File: src/rtl/shifter_pkg.sv
// Shared encodings and helpers for the pipelined barrel shifter.
package shifter_pkg;

  localparam int OP_W = 3;

  localparam logic [OP_W-1:0] OP_SLL = 3'b000;
  localparam logic [OP_W-1:0] OP_SRL = 3'b001;
  localparam logic [OP_W-1:0] OP_SRA = 3'b010;
  localparam logic [OP_W-1:0] OP_ROL = 3'b011;
  localparam logic [OP_W-1:0] OP_ROR = 3'b100;

  function automatic logic is_reserved_op(input logic [OP_W-1:0] op);
    return (op > OP_ROR);
  endfunction

endpackage

File: src/rtl/shift_level.sv
// One barrel-shifter level: conditionally moves the operand by a fixed distance DIST.
module shift_level
  import shifter_pkg::*;
#(
  parameter int WIDTH = 32,
  parameter int DIST  = 1
) (
  input  logic [WIDTH-1:0] data,
  input  logic [OP_W-1:0]  op,
  input  logic             en,
  input  logic             sign,
  output logic [WIDTH-1:0] result
);

  always_comb begin
    result = data;
    if (en) begin
      case (op)
        OP_SLL:  result = {data[WIDTH-DIST-1:0], {DIST{1'b0}}};
        OP_SRL:  result = {{DIST{1'b0}}, data[WIDTH-1:DIST]};
        // sign comes from the operand as accepted, not from this level's input
        OP_SRA:  result = {{DIST{sign}}, data[WIDTH-1:DIST]};
        OP_ROL:  result = {data[WIDTH-DIST-1:0], data[WIDTH-1:WIDTH-DIST]};
        OP_ROR:  result = {data[DIST-1:0], data[WIDTH-1:DIST]};
        default: result = data;
      endcase
    end
  end

endmodule

File: src/rtl/pipe_barrel_shifter.sv
// Pipelined shift/rotate unit with valid/ready handshakes and a pass-through tag.
// PIPE=0: all levels combinational into one output register; PIPE=1: a register after every level.
module pipe_barrel_shifter
  import shifter_pkg::*;
#(
  parameter int  WIDTH   = 32,
  parameter int  PIPE    = 0,
  parameter int  TAG_W   = 4,
  localparam int SHAMT_W = $clog2(WIDTH)
) (
  input  logic               clk,
  input  logic               rst,
  input  logic               in_valid,
  output logic               in_ready,
  input  logic [WIDTH-1:0]   in_data,
  input  logic [SHAMT_W-1:0] in_shamt,
  input  logic [OP_W-1:0]    in_op,
  input  logic [TAG_W-1:0]   in_tag,
  output logic               out_valid,
  input  logic               out_ready,
  output logic [WIDTH-1:0]   out_data,
  output logic [TAG_W-1:0]   out_tag,
  output logic               out_err
);

  localparam int LV = SHAMT_W;

  // Index k holds the inputs of level k; index LV is the output register.
  logic [WIDTH-1:0]   d_in  [LV+1];
  logic [OP_W-1:0]    op_in [LV+1];
  logic [TAG_W-1:0]   tg_in [LV+1];
  logic               vl_in [LV+1];
  logic [SHAMT_W-1:0] sh_in [LV];
  logic               sg_in [LV];
  logic [WIDTH-1:0]   d_out [LV];

  logic stall;

  assign stall    = vl_in[LV] && !out_ready;
  assign in_ready = !stall;

  assign d_in[0]  = in_data;
  assign op_in[0] = in_op;
  assign tg_in[0] = in_tag;
  assign vl_in[0] = in_valid;
  assign sh_in[0] = in_shamt;
  assign sg_in[0] = in_data[WIDTH-1];

  for (genvar k = 0; k < LV; k++) begin : g_lv
    shift_level #(
      .WIDTH (WIDTH),
      .DIST  (1 << k)
    ) u_level (
      .data   (d_in[k]),
      .op     (op_in[k]),
      .en     (sh_in[k][0]),
      .sign   (sg_in[k]),
      .result (d_out[k])
    );

    if (k < LV-1) begin : g_mid
      if (PIPE != 0) begin : g_reg
        logic [WIDTH-1:0]   r_data;
        logic [SHAMT_W-1:0] r_shamt;
        logic [OP_W-1:0]    r_op;
        logic [TAG_W-1:0]   r_tag;
        logic               r_sign;
        logic               r_valid;

        always_ff @(posedge clk) begin
          if (rst) begin
            r_data  <= '0;
            r_shamt <= '0;
            r_op    <= '0;
            r_tag   <= '0;
            r_sign  <= 1'b0;
            r_valid <= 1'b0;
          end else if (!stall) begin
            r_data  <= d_out[k];
            r_shamt <= sh_in[k] >> 1;
            r_op    <= op_in[k];
            r_tag   <= tg_in[k];
            r_sign  <= sg_in[k];
            r_valid <= vl_in[k];
          end
        end

        assign d_in[k+1]  = r_data;
        assign sh_in[k+1] = r_shamt;
        assign op_in[k+1] = r_op;
        assign tg_in[k+1] = r_tag;
        assign sg_in[k+1] = r_sign;
        assign vl_in[k+1] = r_valid;
      end else begin : g_comb
        // consumed shamt bit is dropped so the next level always looks at bit 0
        assign d_in[k+1]  = d_out[k];
        assign sh_in[k+1] = sh_in[k] >> 1;
        assign op_in[k+1] = op_in[k];
        assign tg_in[k+1] = tg_in[k];
        assign sg_in[k+1] = sg_in[k];
        assign vl_in[k+1] = vl_in[k];
      end
    end else begin : g_out
      logic [WIDTH-1:0] r_data;
      logic [OP_W-1:0]  r_op;
      logic [TAG_W-1:0] r_tag;
      logic             r_valid;

      always_ff @(posedge clk) begin
        if (rst) begin
          r_data  <= '0;
          r_op    <= '0;
          r_tag   <= '0;
          r_valid <= 1'b0;
        end else if (!stall) begin
          r_data  <= d_out[k];
          r_op    <= op_in[k];
          r_tag   <= tg_in[k];
          r_valid <= vl_in[k];
        end
      end

      assign d_in[LV]  = r_data;
      assign op_in[LV] = r_op;
      assign tg_in[LV] = r_tag;
      assign vl_in[LV] = r_valid;
    end
  end

  assign out_valid = vl_in[LV];
  assign out_data  = d_in[LV];
  assign out_tag   = tg_in[LV];
  assign out_err   = vl_in[LV] && is_reserved_op(op_in[LV]);

endmodule

File: config.mk
export PLATFORM = sky130hd
export DESIGN_NAME = pipe_barrel_shifter
export DESIGN_NICKNAME = d
export VERILOG_FILES = /design/src/rtl/shifter_pkg.sv /design/src/rtl/shift_level.sv /design/src/rtl/pipe_barrel_shifter.sv
export SDC_FILE = /design/constraint.sdc
export NUM_CORES = 1
export LEC_CHECK = 0
export ABC_AREA = 1
export ABC_CLOCK_PERIOD_IN_PS = 2800
export BUFFER_PORTS_ARGS = -buffer_cell sky130_fd_sc_hd__buf_2
export CAP_MARGIN = 0
export CELL_PAD_IN_SITES_DETAIL_PLACEMENT = 2
export CELL_PAD_IN_SITES_GLOBAL_PLACEMENT = 2
export CORE_ASPECT_RATIO = 2
export CORE_MARGIN = 4
export CORE_UTILIZATION = 29
export DETAILED_ROUTE_END_ITERATION = 6
export PLACE_DENSITY_LB_ADDON = 0.1
export RECOVER_POWER = 25
export SYNTH_ARGS = -nofsm -noshare
export SYNTH_HDL_FRONTEND = slang
export SYNTH_SLANG_ARGS = --single-unit
File: constraint.sdc
create_clock -name clk -period 2.8 [get_ports clk]
set_clock_uncertainty 0.15 [all_clocks]
set_input_delay 0.42 -clock clk [delete_from_list [all_inputs] [get_ports clk]]
set_output_delay 0.42 -clock clk [all_outputs]
set_load 0.05 [all_outputs]
## Word level (Yosys, flattened, before mapping)

Index checks and enable logic that the tools add are counted.

| operators by class | value |
|---|---|
| reductions and logical operators | 6 |
| order comparisons | 1 |
| eq/ne operators | 4 |
| multiplexer cells | 10 |

Operators with widths:

| cell | number |
|---|---|
| $pmux 32 s5 | 4 |
| $mux 32 | 5 |
| $pmux 32 s4 | 1 |
| $eq 3x2->1 const B | 2 |
| $eq 3x1->1 const B | 1 |
| $eq 3x3->1 const B | 1 |
| $gt 3x3->1 const B | 1 |
| $logic_not 3->1 | 1 |
| $logic_and 1x1->1 | 2 |
| $logic_not 1->1 | 2 |
| $reduce_or 2->1 | 1 |

| storage, ports and cells | value |
|---|---|
| register bits | 40 |
| output and inout bits | 39 |

## Depth between registers and ports, before layout

| logic depth | value |
|---|---|
| word-level depth | 11 |
| mapped depth | 21 |
| mapped depth without buffers | 21 |

## Hierarchy

From an unflattened synthesis, not the netlist that was laid out.

| unflattened totals | value |
|---|---|
| cell total of the unflattened synthesis | 1,308 |
| area, all modules | 6,501.2 sq um |

By module, submodules not included:

| module | cells an instance | instances | area each (sq um) |
|---|---|---|---|
| pipe_barrel_shifter | 293 | 1 | 2,019.4 |
| shift_level (g_lv[3].u_level) | 241 | 1 | 1,046.0 |
| shift_level (g_lv[1].u_level) | 248 | 1 | 1,016.0 |
| shift_level (g_lv[2].u_level) | 246 | 1 | 998.5 |
| shift_level (g_lv[0].u_level) | 161 | 1 | 773.2 |
| shift_level (g_lv[4].u_level) | 119 | 1 | 648.1 |

## Least setup slack after synthesis

Ideal clock, no wire load.

| path | value |
|---|---|
| path type | register -> output |
| start | register g_lv[4].g_out.r_valid (netlist: out_valid) |
| end | output port in_ready |
| data required time | 2.230 ns |
| arrival | 1.823 ns |
| setup slack | 0.407 ns |
| stages on the path, launching flop included | 6 |
| buffers on the path | 2 |
| path through | dfxtp_1 -> inv_1 -> nor2_1 -> clkinv_1 -> clkbuf_1 -> clkbuf_1 |

| between the ends | value |
|---|---|
| cells in the longest elaborated chain, start to end | 2 |

Ends and longest elaborated chain:

| item | RTL line | text |
|---|---|---|
| start: declaration | pipe_barrel_shifter.sv:107 | `logic r_valid;` |
| start signal: assignment | pipe_barrel_shifter.sv:119 | `r_valid <= vl_in[k];` |
| $logic_and 1x1->1 | pipe_barrel_shifter.sv:39 | `assign stall = vl_in[LV] && !out_ready;` |
| $logic_not 1->1 | - |  |
| end: declaration | pipe_barrel_shifter.sv:14 | `output logic in_ready,` |

Every way passes these cells.

## Worst setup path in the final report

| path | value |
|---|---|
| start | input port in_op[0] |
| end | register g_lv[4].g_out.r_data[0] (netlist: out_data[0]) |

| between the ends | value |
|---|---|
| cells in the longest elaborated chain, start to end | 11 |
| elaborated cells between the ends (all ways) | 16 |

Ends and longest elaborated chain:

| item | RTL line | text |
|---|---|---|
| start: declaration | pipe_barrel_shifter.sv:17 | `input logic [OP_W-1:0] in_op,` |
| $eq 3x3->1 (tied with other cells) | shift_level.sv:18 | `case (op)` |
| $pmux 32 s5 | shift_level.sv:18 |  |
| $mux 32 | shift_level.sv:17 | `if (en) begin` |
| $pmux 32 s5 | shift_level.sv:18 |  |
| $mux 32 | shift_level.sv:17 |  |
| $pmux 32 s5 | shift_level.sv:18 |  |
| $mux 32 | shift_level.sv:17 |  |
| $pmux 32 s5 | shift_level.sv:18 |  |
| $mux 32 | shift_level.sv:17 |  |
| $pmux 32 s4 | shift_level.sv:18 |  |
| $mux 32 * | shift_level.sv:17 |  |
| end signal: assignment | pipe_barrel_shifter.sv:116 | `r_data <= d_out[k];` |
| end: declaration | pipe_barrel_shifter.sv:104 | `logic [WIDTH-1:0] r_data;` |

Mark *: on every way between the ends. The rest lies on a longest branch, timed or not.
A chain may end at the register's enable or synchronous reset.

==> flow_summary.json <==
{
  "clock_latency_ns": 0.29,
  "htree_levels": 2,
  "core_sq_um": 17800,
  "grt_use_total": 0.251,
  "worstHoldPathCells": 2,
  "detail_route.drc_violations": 0,
  "p_total_w": 0.00287,
  "cts-root-buf": "clkbuf_16",
  "timing.final.crit_share": 0.926,
  "cts.sinks": 40,
  "worst-path-max-fanout": 10,
  "hold_path_end": "out_data[23]",
  "synth-async-reset-ratio": 0,
  "synth_edf_count": 0,
  "io-pin-count": 87,
  "crit_type": "in2reg",
  "nFillCells": 2376,
  "required_ns": 2.88,
  "start_kind": "input port",
  "drtAntennaViolNets": 0,
  "die-height_microns": 199,
  "dr_total_vias": 7156,
  "status": "finished clean",
  "cts-buffers-inserted": 5,
  "avgRoutedWirePerCell_microns": 19.7,
  "design_area_sq_um": 6580,
  "ctsHoldBuffers": 0,
  "rrSetupSlack_ns": 0.70,
  "die_w_microns": 103,
  "utilization": 0.370,
  "antenna_found_initial": 0,
  "cp_data_arrival_time_ns": 2.68,
  "drv_slew": 0,
  "grt_pass1_wl_microns": 40400,
  "area_delta_synth_final_pct": 24.8,
  "gp_congestion": 0.883,
  "clkSlewWorstSetupHoldPaths_ns": 0.06,
  "nets": 1137,
  "cp-end-kind": "register",
  "leakagePower_nw": 3.33,
  "dpl.hpwl_microns": 21100,
  "synth.net_count": 1030,
  "p_per_area_nw_per_um2": 436,
  "worstHoldPathType": "in2reg",
  "start_util": 0.296,
  "dieArea_sq_um": 20500,
  "synth_seq_cells": 40,
  "grt_pass1_vias": 7675,
  "mostFrequentLayoutCells": "nand2_1 (346), nand3_1 (330), buf_2 (69)",
  "rr_endpoint": "out_data[12]",
  "synth-seq-area-share": 0.152,
  "antenna_cells": 0,
  "cts_tree": "done",
  "finalSetupViolations": 0,
  "final_common_cell": "nand2_1",
  "finalCriticalPeriod_ns": 2.59,
  "globalRouteOverflowTotal": 0,
  "drive_gt1_frac": 0.194,
  "first_pass_iters": 4,
  "hold_viol_final": 0,
  "worstReg2RegStart": "out_valid",
  "slew_headroom": 0.595,
  "synth_area_per_cell_sq_um": 5.37,
  "drtIter0Drc": 215,
  "maxClockFrequency_mhz": 386,
  "grt_max_degree": 48,
  "placed_area_sq_um": 6320,
  "synth.distinct_cells": 28,
  "row_count": 69,
  "synth_cells": 982,
  "tightest_slew_ns": 0.610,
  "vdd_drop_max_mv": 0.395,
  "min-delay-start": "rst",
  "numPortBuffers": 86,
  "synth-main-ff-cell": "dfxtp_1",
  "cts_buffer_depth": 2,
  "yosys_warnings": 0,
  "drv_cap": 0,
  "rr_worst_depth": 8,
  "syn_area_sq_um": 5270,
  "routed_via_density": 5.49,
  "wirelength_microns": 25600
}
[logic make-up (layout without fill, tap and decap cells)]
logic type,after synthesis,count (layout),share of synthesized area
flip-flops,40,40,0.152
buffers and inverters,99,207,0.0914
AO/OA/AOI/OAI,74,74,0.0864
AND/OR/NAND/NOR,769,769,0.670
[cells in the mapped netlist (3+ instances only)]
master / count / area share
buf_2: 22 / 0.021
buf_1: 3 / 0.0021
a21oi_1: 21 / 0.020
or2_1: 26 / 0.031
nand3_1: 339 / 0.32
nor2_1: 20 / 0.014
o211ai_2: 4 / 0.0095
buf_4: 9 / 0.013
o21ai_0: 26 / 0.025
inv_2: 3 / 0.0021
inv_1: 30 / 0.021
nand3_2: 11 / 0.021
or2_2: 19 / 0.023
clkbuf_1: 25 / 0.018
nand2_1: 348 / 0.25
buf_6: 5 / 0.011
dfxtp_1: 40 / 0.15
a21o_1: 19 / 0.027
nor2_4: 3 / 0.0064
[what timing repair did]
item                                    4_1_cts  5_1_grt
resized for setup                             0       13
buffers inserted                              0        3
endpoints found under the setup margin        0       22
[flip-flops by register name, indices dropped and copies added, names as in the netlist]
name / flops
out_data: 32
out_tag: 4
out_valid: 1
g_lv.g_out.r_op: 3
[power by group]
part | internal (W) | leakage, nW | total, W | switching, W
sequential | 0.000632 | 0.333 | 0.000662 | 0.0000302
clock | 0.000419 | 0.0808 | 0.000646 | 0.000227
combinational | 0.000494 | 2.91 | 0.00156 | 0.00107
[area by class of cell]
cell class / count / area [sq um] / area share
clock buffers: 6 / 129 / 0.0196
clock inverters: 2 / 35.0 / 0.00533
repair buffers: 165 / 1170 / 0.178
flip-flops and latches: 40 / 801 / 0.122
multi-input cells: 843 / 4050 / 0.615
inverters: 34 / 128 / 0.0194
well taps: 213 / 267 / 0.0405
[stage by stage]
| step | cells | hold WS, ns | setup TNS (ns) | setup WS [ns] |
|---|---|---|---|---|
| 2_1_floorplan | 982 | 0.339 | 0 | 0.407 |
| 3_3_place_gp | 1290 | 0.303 | -0.0147 | -0.0147 |
| 3_5_place_dp | 1290 | 0.318 | -2.06 | -0.150 |
| 4_1_cts | 1298 | 0.160 | 0 | 0.141 |
| 5_1_grt | 1303 | 0.185 | -0.0443 | -0.0206 |
| 6_report | 1303 | 0.161 | 0 | 0.207 |
[metal layers]
layer,vias up,part of all wire,track usage,wire (microns)
met5,-,0,0,0
met4,0,0.037,0.106,953
met3,45,0.019,0.0158,494
met2,104,0.56,0.473,14300
met1,3506,0.39,0.279,9890
li1,3501,-,-,-
[worst max-delay path by stage]
stage / to / slack [ns] / start / cells after the start
CTS: out_data[27] / 0.14 / in_op[1] / 22
global placement: out_data[22] / -0.01 / in_op[0] / 20
global route: out_data[25] / -0.02 / in_op[1] / 22
floorplan: in_ready / 0.41 / out_valid / 5
detailed placement: out_data[0] / -0.15 / in_op[1] / 21
finish: out_data[0] / 0.21 / in_op[0] / 21
[critical path, stage by stage]
cell	delay [ns]
buf_2	0.13
nor2_4	0.16
nand2_1	0.12
nand3_4	0.13
buf_4	0.19
nand2_1	0.07
nand3_1	0.17
nand3_1	0.16
nand2_1	0.10
nand2_1	0.10
nand2_1	0.11
nand2_1	0.07
nand3_2	0.11
nand3_1	0.08
nand2_1	0.08
nand2_1	0.05
nand2_1	0.10
nand2_1	0.06
nand3_1	0.10
nand3_1	0.08
inv_1	0.06
Note: power is estimated with default switching activity, not from simulation.
